===== config.mk =====
export PLATFORM = sky130hd
export DESIGN_NAME = ifetch_queue
export DESIGN_NICKNAME = d
export VERILOG_FILES = /design/src/rtl/ifetch_queue.sv
export SDC_FILE = /design/constraint.sdc
export NUM_CORES = 1
export LEC_CHECK = 0
export BUFFER_PORTS_ARGS = -buffer_cell sky130_fd_sc_hd__buf_2
export CORE_MARGIN = 2
export CORE_UTILIZATION = 55
export DETAILED_ROUTE_END_ITERATION = 7
export HOLD_SLACK_MARGIN = 0.06
export PLACE_DENSITY = 0.84
export SETUP_SLACK_MARGIN = 0.2
export SYNTH_ARGS = -nofsm -noshare
export SYNTH_HDL_FRONTEND = slang
export SYNTH_SLANG_ARGS = --single-unit

===== constraint.sdc =====
create_clock -name clk -period 5 [get_ports clk]
set_clock_uncertainty 0.05 [all_clocks]
set_input_delay 0.25 -clock clk [delete_from_list [all_inputs] [get_ports clk]]
set_output_delay 0.25 -clock clk [all_outputs]
set_load 0.02 [all_outputs]

===== src/rtl/ifetch_queue.sv =====
// ifetch_queue: credit-gated instruction fetch with in-order response queue and redirect flush
module ifetch_queue #(
  parameter int          DEPTH    = 4,
  parameter logic [31:0] RESET_PC = 32'h0000_0000
) (
  input  logic        clk,
  input  logic        rst,
  output logic        imem_req_valid,
  output logic [31:0] imem_req_addr,
  input  logic        imem_req_ready,
  input  logic        imem_resp_valid,
  input  logic [31:0] imem_resp_data,
  input  logic        redirect_valid,
  input  logic [31:0] redirect_pc,
  output logic        inst_valid,
  output logic [31:0] inst_data,
  output logic [31:0] inst_pc,
  input  logic        inst_ready
);
  localparam int AW = $clog2(DEPTH);
  localparam int CW = AW + 1;
  localparam int DW = AW + 4;
  typedef enum logic [1:0] {RESET, FETCH, FLUSH} state_t;
  state_t state, state_nxt;
  logic [31:0] fetch_pc, resp_pc, target;
  logic [AW-1:0] head, tail;
  logic [CW-1:0] occ, outst;
  logic [CW:0] used;
  logic [DW-1:0] drop_cnt, drop_nxt, drop_sum;
  logic [31:0] q_data [DEPTH];
  logic [31:0] q_pc [DEPTH];
  logic resp_in, acc, live, push, pop, full;
  assign target         = redirect_pc & ~32'd3;
  assign resp_in        = imem_resp_valid && state != RESET;
  assign used           = {1'b0, occ} + {1'b0, outst};
  assign imem_req_valid = state != RESET && !redirect_valid && used < (CW+1)'(DEPTH);
  assign imem_req_addr  = fetch_pc;
  assign acc            = imem_req_valid && imem_req_ready;
  assign full           = occ == CW'(DEPTH);
  assign live           = resp_in && !redirect_valid && drop_cnt == '0;
  assign push           = live && !full;
  assign inst_valid     = occ != '0;
  assign inst_data      = q_data[head];
  assign inst_pc        = q_pc[head];
  assign pop            = inst_valid && inst_ready;
  assign drop_sum       = drop_cnt + DW'(outst);
  // stale responses still owed by memory: a redirect folds current credits in, each response retires one
  always_comb begin
    drop_nxt  = redirect_valid ? drop_sum - DW'(resp_in && drop_sum != '0)
                               : drop_cnt - DW'(resp_in && drop_cnt != '0);
    state_nxt = state == RESET ? FETCH : (drop_nxt != '0 ? FLUSH : FETCH);
  end
  // state register
  always_ff @(posedge clk or negedge rst) begin
    if (!rst) state <= RESET;
    else state <= state_nxt;
  end
  // pointers, credits and fetch/response PCs; a redirect clears the queue after any same-cycle pop
  always_ff @(posedge clk or negedge rst) begin
    if (!rst) begin
      fetch_pc <= RESET_PC;
      resp_pc  <= RESET_PC;
      head     <= '0;
      tail     <= '0;
      occ      <= '0;
      outst    <= '0;
      drop_cnt <= '0;
    end else if (redirect_valid) begin
      fetch_pc <= target;
      resp_pc  <= target;
      head     <= '0;
      tail     <= '0;
      occ      <= '0;
      outst    <= '0;
      drop_cnt <= drop_nxt;
    end else begin
      if (acc) fetch_pc <= fetch_pc + 32'd4;
      if (live) resp_pc <= resp_pc + 32'd4;
      if (push) tail <= tail + AW'(1);
      if (pop) head <= head + AW'(1);
      occ      <= occ + CW'(push) - CW'(pop);
      outst    <= outst + CW'(acc) - CW'(live && outst != '0);
      drop_cnt <= drop_nxt;
    end
  end
  // queue storage, written at the tail with the PC the response belongs to
  always_ff @(posedge clk) begin
    if (push) begin
      q_data[tail] <= imem_resp_data;
      q_pc[tail]   <= resp_pc;
    end
  end
endmodule


---- Word level (Yosys, flattened, before mapping) ----
Memory sizes are Yosys's and may differ from the RTL's.
Cells that the tools add are included.
word-level totals
  register bits ........................... 82
  RAM bits ................................ 256
  input bits .............................. 70
  word-level logic and storage cells ...... 64
  memories ................................ 2
memory list
  memory  words  bits a word  read ports  clocked after memory_dff  write ports  line  text
  q_data  4      32           1           0                         1            30    logic [31:0] q_data [DEPTH];
  q_pc    4      32           1           0                         1            31    logic [31:0] q_pc [DEPTH];
operators by class
  $add $sub $neg .......................... 12
  $lt $le $gt $ge ......................... 1
  equal/unequal tests ..................... 1
  muxes and demuxes ....................... 15
  reductions and logical operators ........ 25
operator list
  operator                                                     count
  2-to-1 mux 32 bit                                            4
  adder 32 x 3 -> 32 bit (second input constant)               2
  nonzero test 6 bit                                           3
  2-to-1 mux 2 bit                                             6
  subtractor 6 x 1 -> 6 bit                                    2
  logical AND 1 bit                                            11
  nonzero test 2 bit                                           5
  adder 3 x 1 -> 3 bit                                         2
  adder 6 x 3 -> 6 bit                                         1
  logical NOT 6 bit                                            1
  2-to-1 mux 3 bit                                             2
  2-to-1 mux 6 bit                                             1
  nonzero test 3 bit                                           2
  subtractor 3 x 1 -> 3 bit                                    2
  adder 2 x 1 -> 2 bit (second input constant)                 2
  adder 3 x 3 -> 4 bit                                         1
  less-than comparator 4 x 3 -> 1 bit (second input constant)  1
  equality test 3 bit (second input constant)                  1
  logical NOT 1 bit                                            2
  logical NOT 2 bit                                            1
  2-to-1 mux 1 bit                                             2

---- Logic depth before layout (Yosys ltp) ----
  depth after elaboration ................. 8
  depth in mapped cells ................... 15
  depth with buffers taken out ............ 15

---- Worst setup path after synthesis ----
OpenSTA, ideal clock, no wires.
  path kind ............................... flip-flop to flip-flop
  start ................................... register drop_cnt[5]
  end ..................................... memory q_data[0][0] (enable)
  arrival ................................. 3.210 ns
  path slack .............................. 1.314 ns
  cell stages (with the launch flop) ...... 6
  clock period less this slack ............ 3.686 ns
  cells stage by stage .................... dfrtp_1 > or4_4 > buf_6 > nor4_4 > a21boi_2 > and2_1
between the ends
  longest elaborated chain between the ends .. 5
ends and longest elaborated chain
  what                                    line  text
  start: declaration                      29    logic [DW-1:0] drop_cnt, drop_nxt, drop_sum;
  start signal: assignment                75    drop_cnt <= drop_nxt;
  start signal: assignment                83    drop_cnt <= drop_nxt;
  logical NOT 6 bit                       40    assign live = resp_in && !redirect_valid && drop_cnt == '0;
  logical AND 1 bit                       40
  logical AND 1 bit                       41    assign push = live && !full;
  2-to-1 mux 1 bit                        88    if (push) begin
  2-to-1 mux 1 bit (not written as such)  89    q_data[tail] <= imem_resp_data;
  end: declaration                        30
No other way between the ends.

---- Final worst setup path ----
  start ................................... register outst[0]
  end ..................................... register state[1]
between the ends
  longest elaborated chain between the ends .. 8
ends and longest elaborated chain
  what                                line  text
  start: declaration                  27    logic [CW-1:0] occ, outst;
  start signal: assignment            82    outst <= outst + CW'(acc) - CW'(live && outst != '0);
  adder 6 x 3 -> 6 bit (*)            46    assign drop_sum = drop_cnt + DW'(outst);
  nonzero test 6 bit                  49    drop_nxt = redirect_valid ? drop_sum - DW'(resp_in && drop_sum != '0)
  logical AND 1 bit                   49
  subtractor 6 x 1 -> 6 bit (*)       49
  2-to-1 mux 6 bit (*)                49
  via drop_nxt[3]                     29
  nonzero test 6 bit (*)              51    state_nxt = state == RESET ? FETCH : (drop_nxt != '0 ? FLUSH : FETCH);
  2-to-1 mux 2 bit (*) (2 in series)  51
  via state_nxt[1]                    24    state_t state, state_nxt;
  end signal: assignment              56    else state <= state_nxt;
  end: declaration                    24
Mark *: on every way through the listed nets, which the timed path passes. The rest lies on a longest branch.
A chain may end at the register's enable or synchronous reset.

==> run_summary.xml <==
<?xml version="1.0" encoding="UTF-8"?>
<metrics>
  <group name="cells_and_area">
    <metric name="area_taken_by_flip_flops_and_latches" unit="um2">9400</metric>
    <metric name="n_antenna_cell" unit="">0</metric>
    <metric name="multi_input_area" unit="um2">3980</metric>
    <metric name="area.growth.synth_to_final" unit="%">21.4</metric>
    <metric name="drive_above_1_share" unit="">0.280</metric>
    <metric name="finish.net_count" unit="">1167</metric>
    <metric name="layoutNonFillerInstCount" unit="">1423</metric>
    <metric name="final_layout_fill_cell_count" unit="">1606</metric>
    <metric name="layout.core_utilization" unit="">0.680</metric>
  </group>
  <group name="drt">
    <metric name="drt_iter0_drc" unit="">785</metric>
    <metric name="route.vias.total" unit="">8387</metric>
    <metric name="route.final.wire_length" unit="um">29700</metric>
    <metric name="firstDrtPassIters" unit="">5</metric>
    <metric name="route.detailed.drc" unit="">0</metric>
    <metric name="drt-wirelength-per-cell" unit="um">20.9</metric>
    <metric name="route.detailed.vias_per_inst" unit="">5.89</metric>
    <metric name="ant_nets" unit="">0</metric>
  </group>
  <group name="sta">
    <metric name="final_setup_violating_endpoints" unit="">0</metric>
    <metric name="finalCritPeriodShare" unit="">0.748</metric>
    <metric name="max_clock_freq" unit="MHz">267</metric>
    <metric name="tightest_slew" unit="ps">1160</metric>
    <metric name="timing.hold.ws" unit="ps">150</metric>
    <metric name="setup_total_negative_slack" unit="ps">0</metric>
    <metric name="worst_slack" unit="ps">1260</metric>
    <metric name="rsz_0062_raised_after_global_routing" unit="">false</metric>
    <metric name="relSlewSlack" unit="">0.223</metric>
    <metric name="maxSlewViolCount" unit="">0</metric>
    <metric name="timing_hold_violations_final" unit="">0</metric>
    <metric name="finalWorstPathRequiredPeriod" unit="ps">3740</metric>
  </group>
  <group name="setup_path">
    <metric name="arrival" unit="ps">4070</metric>
    <metric name="crit_slowest_cell" unit="">sky130_fd_sc_hd__or4_1</metric>
    <metric name="max_stage_delay" unit="ps">530</metric>
    <metric name="crit_path_start" unit="">outst[0]$_DFF_PN0_</metric>
    <metric name="start_kind" unit="">flop</metric>
    <metric name="req_time_crit_path" unit="ps">5330</metric>
    <metric name="setup.worst_path.end_class" unit="">flop</metric>
    <metric name="worstSetupPathType" unit="">flop to flop</metric>
    <metric name="regToRegStartpoint" unit="">outst[0]$_DFF_PN0_</metric>
    <metric name="worstPathCellList" unit="">ha_1, inv_1, fa_1, nor2b_1, o21ai_0, xnor2_1, nor3_1, a21oi_1, ha_1, nand2_1, nand4b_1, a31oi_1, xnor2_1, or4_1, o31a_1</metric>
    <metric name="cp_max_fo" unit="">4</metric>
    <metric name="ff2ff_setup_slack" unit="ps">1260</metric>
  </group>
  <group name="floorplanning">
    <metric name="fp.dieW" unit="um">161</metric>
    <metric name="io-pin-count" unit="">168</metric>
    <metric name="floorplan.core_area" unit="um2">24300</metric>
    <metric name="floorplan.die.height" unit="um">161</metric>
    <metric name="initial_utilization" unit="">0.560</metric>
    <metric name="die_outline_area" unit="um2">26000</metric>
    <metric name="floorplan.rows" unit="">57</metric>
  </group>
  <group name="clocking">
    <metric name="h_tree_lvl_count" unit="">2</metric>
    <metric name="worst_setup_hold_path_clk_slew" unit="ps">60</metric>
    <metric name="tritoncts" unit="">done</metric>
    <metric name="clock_sinks" unit="">326</metric>
    <metric name="cts-root-to-sink-buffers" unit="">3</metric>
    <metric name="ctsRootBufferMaster" unit="">sky130_fd_sc_hd__clkbuf_16</metric>
    <metric name="tritoncts.num_buffers" unit="">34</metric>
    <metric name="clk_latency" unit="ps">510</metric>
  </group>
  <group name="logic_synthesis">
    <metric name="synth_warnings" unit="">0</metric>
    <metric name="syn_area_per_cell" unit="um2">16.2</metric>
    <metric name="synth.ff_latch_count" unit="">326</metric>
    <metric name="syn_inst" unit="">841</metric>
    <metric name="yosys.cell_types.count" unit="">61</metric>
    <metric name="synth_xor_area_frac" unit="">0.0283</metric>
    <metric name="synth_adder_area_share" unit="">0.0219</metric>
    <metric name="muxShareOfSynthArea" unit="">0.110</metric>
    <metric name="synth_ff_type" unit="">sky130_fd_sc_hd__edfxtp_1</metric>
    <metric name="postSynth.asyncResetShare" unit="">0.239</metric>
    <metric name="synth-compound-area-share" unit="">0.0522</metric>
    <metric name="yosysTopAreaCell" unit="">sky130_fd_sc_hd__edfxtp_1</metric>
    <metric name="synth_most_common_cell" unit="">sky130_fd_sc_hd__edfxtp_1</metric>
    <metric name="number_of_enable_type_register_cells_in_the_synthesized_netlist" unit="">248</metric>
    <metric name="synthesized_area_fraction_occupied_by_and_or_nand_nor_cells" unit="">0.0788</metric>
    <metric name="synth_top_cells_by_count" unit="">sky130_fd_sc_hd__edfxtp_1 (248), sky130_fd_sc_hd__dfrtp_1 (78), sky130_fd_sc_hd__mux4_2 (62)</metric>
    <metric name="synth_top_family_by_area" unit="">multiplexers</metric>
    <metric name="synthesis.area" unit="um2">13600</metric>
    <metric name="yosysSeqAreaShare" unit="">0.690</metric>
    <metric name="synth.area.top_cells" unit="">sky130_fd_sc_hd__edfxtp_1 (55%), sky130_fd_sc_hd__dfrtp_1 (14%), sky130_fd_sc_hd__mux4_2 (10%)</metric>
    <metric name="synth_top_area_share" unit="">0.547</metric>
  </group>
  <group name="grt">
    <metric name="track_usage" unit="">0.229</metric>
    <metric name="grt_overflow_total" unit="">0</metric>
    <metric name="global_route_track_usage_on_met3" unit="">0.0380</metric>
    <metric name="global_route.peak_usage_layer" unit="">met2</metric>
    <metric name="first_global_vias" unit="">8335</metric>
    <metric name="use_met1" unit="">0.329</metric>
    <metric name="gr_met2_demand_resource" unit="">0.379</metric>
    <metric name="grt_pass1_wl" unit="um">46400</metric>
    <metric name="grt_antenna_before_repair" unit="">0</metric>
    <metric name="grt_start_max_net_pins" unit="">79</metric>
  </group>
  <group name="place">
    <metric name="detailed_placer_s_ending_hpwl" unit="um">17900</metric>
    <metric name="place.gp.congestion" unit="">0.877</metric>
    <metric name="port-buffer-count" unit="">161</metric>
    <metric name="placement.setup.worst_slack" unit="ps">1310</metric>
    <metric name="post-place-cells" unit="">1300</metric>
  </group>
  <group name="outcome">
    <metric name="status" unit="">finished, final reports clean</metric>
  </group>
  <group name="worst_hold_path">
    <metric name="min-delay-path-class" unit="">input pin to flop</metric>
    <metric name="min-delay-start" unit="">inst_ready</metric>
  </group>
  <group name="pwr">
    <metric name="vdd_ir_drop_max" unit="uV">360</metric>
    <metric name="power_density" unit="nW/um2">458</metric>
    <metric name="power_leakage" unit="nW">5.98</metric>
  </group>
  <group name="run">
    <metric name="cap_viol_max_count" unit="">0</metric>
  </group>
</metrics>
-- metal layers --
| layer | routed length [um] | part of all wire | up-vias |
|---|---|---|---|
| met2 | 14700 | 0.50 | 423 |
| met4 | 450 | 0.015 | 0 |
| met1 | 12200 | 0.41 | 4180 |
| met3 | 2330 | 0.079 | 43 |
| met5 | 0 | 0 | - |
| li1 | - | - | 3741 |
-- path summary, 6_finish.rpt --
kind	endpoint	cells past startpoint
worst max register to register	state[1]$_DFF_PN0_	15
worst min register to register	imem_req_addr[25]$_DFFE_PN0N_	1
max in group asynchronous	head[0]$_DFFE_PN0P_	2
min in group asynchronous	imem_req_addr[28]$_DFFE_PN0N_	2
worst min-delay path	head[0]$_DFFE_PN0P_	4
worst max-delay path	state[1]$_DFF_PN0_	15
-- kinds of logic after synthesis --
logic type | after synthesis
DFF | 326
adders and majority gates | 22
AOI/OAI and AO/OA | 112
and+or+nand+nor | 202
xor gates and xnor gates | 44
muxes | 71
buffers and inverters | 63
other | 1
-- state kept, by name (all words and copies together), names as in the netlist --
name and count:
resp_pc 30, head 2, drop_cnt 6, q_data 128
occ 3, state 2, outst 3, imem_req_addr 30
tail 2, q_pc 120
-- worst max-delay path: cells and delay by family, from the launching register on --
family                     cells  cell delay [ps]
DFF                            1              410
buffers and inverters          1               50
AOI/OAI and AO/OA              4              780
adders and majority gates      3              830
xor gates and xnor gates       2              460
and+or+nand+nor                5             1030
-- through the flow --
stage	instance area (um2)	total power, mW
after detailed placement	14800	5.04
after floorplan	13600	4.51
after global routing	16500	7.89
final	16500	7.57
after CTS	16500	7.63
after global placement	14800	4.98
-- power breakdown --
group	switching [mW]	total [mW]	internal, mW	leakage, nW
clock network	0.997	2.54	1.55	0.537
logic	0.896	1.66	0.763	2.26
registers	0.307	3.37	3.06	3.19
-- cell usage in the layout (no fill, tap or decap), types with 9 or more instances in the layout --
master,n
sky130_fd_sc_hd__dlygate4sd3_1,63
sky130_fd_sc_hd__nand2_1,61
sky130_fd_sc_hd__o311ai_0,16
sky130_fd_sc_hd__clkbuf_16,35
sky130_fd_sc_hd__mux4_2,62
sky130_fd_sc_hd__edfxtp_1,248
sky130_fd_sc_hd__nand3_1,33
sky130_fd_sc_hd__ha_1,19
sky130_fd_sc_hd__nand4_1,12
sky130_fd_sc_hd__a21oi_1,10
sky130_fd_sc_hd__xnor2_1,23
sky130_fd_sc_hd__nor2_1,29
sky130_fd_sc_hd__nor2b_1,9
sky130_fd_sc_hd__a31oi_1,12
sky130_fd_sc_hd__and3_1,11
sky130_fd_sc_hd__xor2_1,21
sky130_fd_sc_hd__dfrtp_1,76
sky130_fd_sc_hd__buf_2,160
sky130_fd_sc_hd__o21ai_0,52
sky130_fd_sc_hd__buf_4,10
sky130_fd_sc_hd__inv_1,23
-- repair_timing --
action                                 in CTS  in global routing
gates resized for setup                     0                  0
endpoints found under the hold margin     265                  0
hold buffers                               63                  0
setup buffers                               0                  0
-- area by class of cell --
| type | count | share of cell area |
|---|---|---|
| repair buffers | 234 | 0.0923 |
| well taps | 324 | 0.0245 |
| multi-input cells | 455 | 0.241 |
| inverters | 24 | 0.00545 |
| clock inverters | 17 | 0.0133 |
| flip-flops and latches | 326 | 0.569 |
| clock buffers | 43 | 0.0548 |
No activity file was read; power rests on OpenSTA's default activity.
